<file path="src/rtl/mips_pkg.sv">
// ============================================================================
// Module : mips_pkg
// Brief  : Shared widths, register index constants and typedefs for the MIPS core.
// Rev    : 1.0  initial release
// ============================================================================
`default_nettype none

package mips_pkg;

  localparam int DATA_W   = 32;
  localparam int ADDR_W   = 5;

  localparam int REG_ZERO = 0;
  localparam int REG_SP   = 29;
  localparam int REG_RA   = 31;

  typedef logic [ADDR_W-1:0] reg_idx_t;
  typedef logic [DATA_W-1:0] word_t;

endpackage

`default_nettype wire

</file>
<file path="src/rtl/regfile_wr_decoder.sv">
// ============================================================================
// Module : regfile_wr_decoder
// Brief  : we + wr_addr -> one-hot register write-enable vector, bit 0 never set.
// Rev    : 1.0  initial release
// ============================================================================
`default_nettype none

module regfile_wr_decoder #(
  parameter int ADDR_W = mips_pkg::ADDR_W
) (
  input  logic                 we,
  input  logic [ADDR_W-1:0]    wr_addr,
  output logic [2**ADDR_W-1:0] wr_sel
);

  always_comb begin
    wr_sel = '0;
    if (we && (wr_addr != ADDR_W'(mips_pkg::REG_ZERO))) begin
      wr_sel[wr_addr] = 1'b1;
    end
  end

endmodule

`default_nettype wire

</file>
<file path="src/rtl/mips_regfile.sv">
// ============================================================================
// Module : mips_regfile
// Brief  : 32x32 MIPS register file, one decoded write port, two async read ports.
// Rev    : 1.0  initial release
// ============================================================================
`default_nettype none

module mips_regfile #(
  parameter int DATA_W = mips_pkg::DATA_W,
  parameter int ADDR_W = mips_pkg::ADDR_W,
  parameter int BYPASS = 1
) (
  input  logic              clk,
  input  logic              rst_n,
  input  logic              we,
  input  logic [ADDR_W-1:0] wr_addr,
  input  logic [DATA_W-1:0] wr_data,
  input  logic [ADDR_W-1:0] rd_addr_a,
  input  logic [ADDR_W-1:0] rd_addr_b,
  output logic [DATA_W-1:0] rd_data_a,
  output logic [DATA_W-1:0] rd_data_b
);

  import mips_pkg::*;

  localparam int c_depth = 2**ADDR_W;

  logic [c_depth-1:0] w_wr_sel;
  logic [DATA_W-1:0]  w_words [c_depth];
  logic [DATA_W-1:0]  w_stored_a;
  logic [DATA_W-1:0]  w_stored_b;
  logic               w_hit_a;
  logic               w_hit_b;

  regfile_wr_decoder #(
    .ADDR_W (ADDR_W)
  ) u_wr_decoder (
    .we      (we),
    .wr_addr (wr_addr),
    .wr_sel  (w_wr_sel)
  );

  // $zero has no storage at all; it is a constant leg of the read muxes.
  assign w_words[REG_ZERO] = '0;

  for (genvar k = 1; k < c_depth; k++) begin : g_reg
    logic [DATA_W-1:0] r_word;

    always_ff @(posedge clk or negedge rst_n) begin
      if (!rst_n) begin
        r_word <= '0;
      end else if (w_wr_sel[k]) begin
        r_word <= wr_data;
      end
    end

    assign w_words[k] = r_word;
  end

  assign w_stored_a = w_words[rd_addr_a];
  assign w_stored_b = w_words[rd_addr_b];

  // The decoder already excludes index 0 and we=0, so its bit doubles as the hit flag.
  if (BYPASS != 0) begin : g_bypass
    assign w_hit_a = w_wr_sel[rd_addr_a];
    assign w_hit_b = w_wr_sel[rd_addr_b];
  end else begin : g_no_bypass
    assign w_hit_a = 1'b0;
    assign w_hit_b = 1'b0;
  end

  // Outputs are forced low during reset so a bypassed write cannot leak through.
  assign rd_data_a = !rst_n ? '0 : (w_hit_a ? wr_data : w_stored_a);
  assign rd_data_b = !rst_n ? '0 : (w_hit_b ? wr_data : w_stored_b);

endmodule

`default_nettype wire

</file>
<file path="config.mk">
export PLATFORM = sky130hd
export DESIGN_NAME = mips_regfile
export DESIGN_NICKNAME = d
export VERILOG_FILES = /design/src/rtl/mips_pkg.sv /design/src/rtl/regfile_wr_decoder.sv /design/src/rtl/mips_regfile.sv
export SDC_FILE = /design/constraint.sdc
export NUM_CORES = 2
export LEC_CHECK = 0
export CAP_MARGIN = 25
export CORE_ASPECT_RATIO = 1.25
export CORE_MARGIN = 10
export CORE_UTILIZATION = 28
export DETAILED_ROUTE_END_ITERATION = 8
export GPL_ROUTABILITY_DRIVEN = 1
export PLACE_DENSITY = 0.46
export SKIP_CTS_REPAIR_TIMING = 1
export SLEW_MARGIN = 10
export SYNTH_ARGS = -nofsm -noshare
export SYNTH_HDL_FRONTEND = slang
export SYNTH_SLANG_ARGS = --single-unit
</file>
<file path="constraint.sdc">
create_clock -name clk -period 2.7 [get_ports clk]
set_input_delay 0.54 -clock clk [delete_from_list [all_inputs] [get_ports clk]]
set_output_delay 0.54 -clock clk [all_outputs]
set_load 0.02 [all_outputs]
</file>
==> After elaboration in Yosys (flattened, before gate mapping) <==
Index checks and enable logic that the tools add are counted.
{ "word_totals": {"regBits": 992, "latchBits": 0, "ram_bits": 0, "romBits": 0, "output_inout_bits": 64, "wordCells": 59, "memories": 0} }
{ "classes": {"addsub": 0, "multipliers": 0, "n_div": 0, "order_cmp": 6, "n_eq_ne": 0, "n_shift": 0, "mux": 17, "n_bitwise": 2, "reduce_logical": 3} }
{ "op_table": {"columns": ["op", "n"], "rows": [
  ["binary-select mux 32 bit (select 5 bit)", 2],
  ["2-to-1 mux 32 bit", 9],
  ["< comparator 5 x 6 -> 1 bit (second input constant)", 3],
  ["greater-or-equal comparator 6 bit (second input constant)", 2],
  ["NOT 5 -> 6 bit", 2],
  ["binary-select mux 1 bit (select 5 bit)", 2],
  ["demux 1 bit (select 5 bit)", 1],
  ["greater-or-equal comparator 5 x 1 -> 1 bit (second input constant)", 1],
  ["nonzero test 5 bit", 1],
  ["2-to-1 mux 1 bit", 3],
  ["logical AND 1 bit", 2]
]} }

==> Depth between registers and ports, before layout <==
{ "logic_depth": {"word_depth": 9, "mapped_depth": 10} }

==> Hierarchy <==
A second synthesis with hierarchy kept.
{ "unflattened": {"cells_unflattened": 4063, "area_unflattened_um2": 54696.2} }
{ "modules_own_cells": {"columns": ["mod", "instances", "cells_per_inst", "area_each_um2", "seq_area_each_um2"], "rows": [
  ["mips_regfile", 1, 4015, 54458.5, 24823.8],
  ["regfile_wr_decoder", 1, 48, 237.7, 0.0]
]} }

==> Least setup slack after synthesis <==
OpenSTA, ideal clock, no wires.
{ "synth_timing": {"path_type": "input -> output", "start": "input we", "end": "output rd_data_b[10]", "arrival_ps": 2335, "required_ps": 2160, "path_slack_ps": -175, "cell_stages": 9, "path_buffers": 3, "path_cell_list": "buf_2 and3b_1 buf_2 nand3_1 o31ai_1 o31ai_1 a22oi_4 buf_4 mux2i_1"} }
{ "synth_via": {"elab_chain_cells": 6} }
{ "synth_lines": {"columns": ["element", "line", "text"], "rows": [
  ["from (decl)", "mips_regfile.sv:15", "input logic we,"],
  ["logical AND 1 bit", "regfile_wr_decoder.sv:18", "if (we && (wr_addr != ADDR_W'(mips_pkg::REG_ZERO))) begin"],
  ["2-to-1 mux 32 bit", "regfile_wr_decoder.sv:18", null],
  ["binary-select mux 1 bit (select 5 bit)", "mips_regfile.sv:66", "assign w_hit_b = w_wr_sel[rd_addr_b];"],
  ["2-to-1 mux 1 bit (implied by the code)", "mips_regfile.sv:66", null],
  ["2-to-1 mux 32 bit (2 in a row)", "mips_regfile.sv:74", "assign rd_data_b = !rst_n ? '0 : (w_hit_b ? wr_data : w_stored_b);"],
  ["to (decl)", "mips_regfile.sv:21", "output logic [DATA_W-1:0] rd_data_b"]
]} }
Every way passes these cells. The select of a mux whose other input is x is not followed.

==> Worst setup path after layout <==
{ "layout_timing": {"start": "register g_reg[7].r_word[4]", "end": "output rd_data_a[4]"} }
{ "layout_via": {"elab_chain_cells": 5} }
{ "layout_lines": {"columns": ["element", "line", "text"], "rows": [
  ["from (decl)", "mips_regfile.sv:47", "logic [DATA_W-1:0] r_word;"],
  ["from (signal assigned)", "mips_regfile.sv:53", "r_word <= wr_data;"],
  ["binary-select mux 32 bit (select 5 bit)", "mips_regfile.sv:60", "assign w_stored_a = w_words[rd_addr_a];"],
  ["2-to-1 mux 32 bit (implied by the code) (2 in a row)", "mips_regfile.sv:60", null],
  ["2-to-1 mux 32 bit (2 in a row)", "mips_regfile.sv:73", "assign rd_data_a = !rst_n ? '0 : (w_hit_a ? wr_data : w_stored_a);"],
  ["to (decl)", "mips_regfile.sv:20", "output logic [DATA_W-1:0] rd_data_a,"]
]} }
Every way passes these cells. The select of a mux whose other input is x is not followed.

==> flow_summary.toml <==
[logic_synthesis]
synth_cells = 3640
synth_nets = 3690
synth_compound_area_frac = 0.0381
synth_top_family_by_area = "multiplexers"
synth_xor_xnor_area_share = 0.00164
synthMuxAreaShare = 0.431
synthFlopType = "dfrtp_1"
synth_edf_count = 0
async_reset_ff_frac = 1.00
netlist_area_sq_um = 53400
avgSynthCellArea_sq_um = 14.7
yosysTopAreaCell = "dfrtp_1"
ys_seq_area_frac = 0.465
yosys_warnings = 0
netlist.area_leader.share = 0.465
synth_fa_ha_area_frac = 0
ys_types = 54
synth_commonest_cells = "mux2_2, dfrtp_1, mux4_2"
synth-seq-cells = 992
ys_top_cells_by_area = "dfrtp_1, mux2_2, mux4_2"
synthSimpleGateAreaFrac = 0.0304
synth.most_common_cell = "mux2_2"

[sta]
whs_ps = 37.9
finalCriticalPeriod_ps = 3240
fin_crit_sh = 1.20
setup_ws_ps = -538
fin_skew_ps = 0
worst_slew_pin_slew_ps = 1020
tns_ps = -23260
slew_violations = 0
rsz0062_at_grt = "true"
hold_violations = 0
setup_violations = 64
relSlewSlack = 0.317
clock.fmax_mhz = 309

[finish]
syn2layout_area_growth_pct = 33.1
largest_reg_flops = 992
final_area_sq_um = 71100
drive_above_1_share = 0.632
nNetsFinal = 4302
top_regs = "g.r_word (992)"
regMostFlops = "g.r_word"

[route]
firstDrtPassIters = 6
num_vias = 37400
drc = 0
ant_nets = 0
wl_um = 214000
drt_iter0_drc = 2733
via_per_inst = 5.44
wire_per_inst_um = 31.0

[global_routing]
grt_max_degree = 74
grt.overflow.total = 0
grtUsageTotal = 0.195
antenna_found_initial = 3
grt_pass1_vias = 38800
grt_pass1_wl_um = 298000

[clocking]
cts_sinks = 992
cts.htree.levels = 3
cts_buffers = 110
path_clk_slew_ps = 60
clockRootBuffer = "clkbuf_16"
cts_tree = "built"
insertion_delay_ps = 750
clk_path_buf_depth = 3

[worst_hold_path]
min-delay-path-class = "input port to asynchronous set/reset pin"

[worst_setup_path]
cp_slowest_cell = "mux4_2"
critPathCaptureType = "primary output"
cp_max_fo = 3
path_class = "register to primary output"
critPathArrivalTime_ps = 2700
crit_chain = "mux4_2 -> mux4_2 -> nor2_1 -> a211o_1 -> mux2i_4 -> buf_6"
crit_top_cell = "mux4_2"
max_stage_delay_ps = 490
crit_required_ps = 2160
startpoint_type = "register"

[floorplan]
start_util = 0.281
top_level_ports = 114
die_area_sq_um = 209000
fp.dieH_um = 508
core_area_sq_um = 190000
num_rows = 179
chipWidth_um = 411

[pwr]
leakagePower_uw = 0.0303
power_density_nw_per_um2 = 663
ir_drop_v = 0.000539

[place]
port_buffers = 113
place_ws_ps = -1620
place_area_sq_um = 64100
gp_congestion = 0.821
dp_hpwl_um = 142000

[run_status]
run_status = "finished, violations left"
violations = "negative setup slack"

[job]
cap_violations = 0
## stage by stage
| step | power (uW) | instances | util |
|---|---|---|---|
| floorplan | 26500 | 3640 | - |
| global placement | 30500 | 6531 | 0.338 |
| detailed placement | 30700 | 6531 | 0.338 |
| CTS | 46800 | 6734 | 0.358 |
| global route | 49200 | 6878 | 0.374 |
| finish | 47100 | 6879 | 0.374 |
## critical path: cells and delay by family (launching register included)
kind,cells,cell delay [ps]
simple gates,1,130
compound gates,1,200
buf+inv,1,140
flops,1,400
mux,3,1080
## routing by layer
metal,up-vias,wire length [um],GRT usage,share of wire
li1,15400,-,-,-
met1,20700,96900,0.275,0.45
met2,1098,98000,0.308,0.46
met3,276,12300,0.0328,0.058
met4,4,6300,0.0583,0.030
met5,-,24,0,0.00011
## cell type report
class / instances / area [sq um]
diodes: 2 / 5.00
clock buffers: 171 / 3330
clock inverters: 32 / 449
fillers: 18100 / 119000
inverters: 2 / 13.8
multi-input cells: 2248 / 28800
flip-flops and latches: 992 / 24800
well taps: 2534 / 3170
repair buffers: 898 / 10500
## power breakdown
group	switching [uW]	leakage [uW]	internal (uW)
Combinational	4570	0.0158	6840
Clock	6730	0.00187	9170
Sequential	2040	0.0127	17800
## final timing paths
path                       slack, ps  cells past startpoint                          endpoint                        startpoint
hold reg to reg                  500                      1   g_reg[24].r_word[6]$_DFFE_PN0P_   g_reg[24].r_word[6]$_DFFE_PN0P_
min in group clk                 490                      5    g_reg[6].r_word[4]$_DFFE_PN0P_                        wr_addr[3]
hold / removal                    40                      3   g_reg[4].r_word[20]$_DFFE_PN0P_                             rst_n
max in group asynchronous       1490                      4   g_reg[29].r_word[3]$_DFFE_PN0P_                             rst_n
setup reg to reg                1720                      3  g_reg[17].r_word[31]$_DFFE_PN0P_  g_reg[17].r_word[31]$_DFFE_PN0P_
setup / recovery                -540                      6                      rd_data_a[4]    g_reg[7].r_word[4]$_DFFE_PN0P_
## logic make-up after synthesis
kind of cell | Yosys count
simple gates | 343
mux | 1605
compound gates | 290
xor+xnor | 10
flops | 992
buf+inv | 400
## layout by cell type (no fill, tap or decap), drive strengths merged, types with 3 or more instances in the layout
cell	synthesis	routed
mux2i	102	102
nand4	40	40
dlygate4sd3	0	4
a221oi	3	3
bufinv	0	7
o22ai	143	143
mux4	451	451
o21ai	32	32
nand2	154	154
a31oi	4	4
xnor2	3	3
dfrtp	992	992
nand2b	4	4
inv	2	5
and3	3	3
nand3	17	17
clkbuf	197	186
nor4	30	30
xor2	7	7
clkinv	0	21
mux2	1052	1052
and2	3	3
a221o	28	28
nor3b	4	4
o221ai	4	4
buf	201	846
o211ai	30	30
nor2b	15	15
clkdlybuf4s50	0	32
a22oi	32	32
nor2	56	56
nor3	8	8
Note: power is estimated with default switching activity, not from simulation.
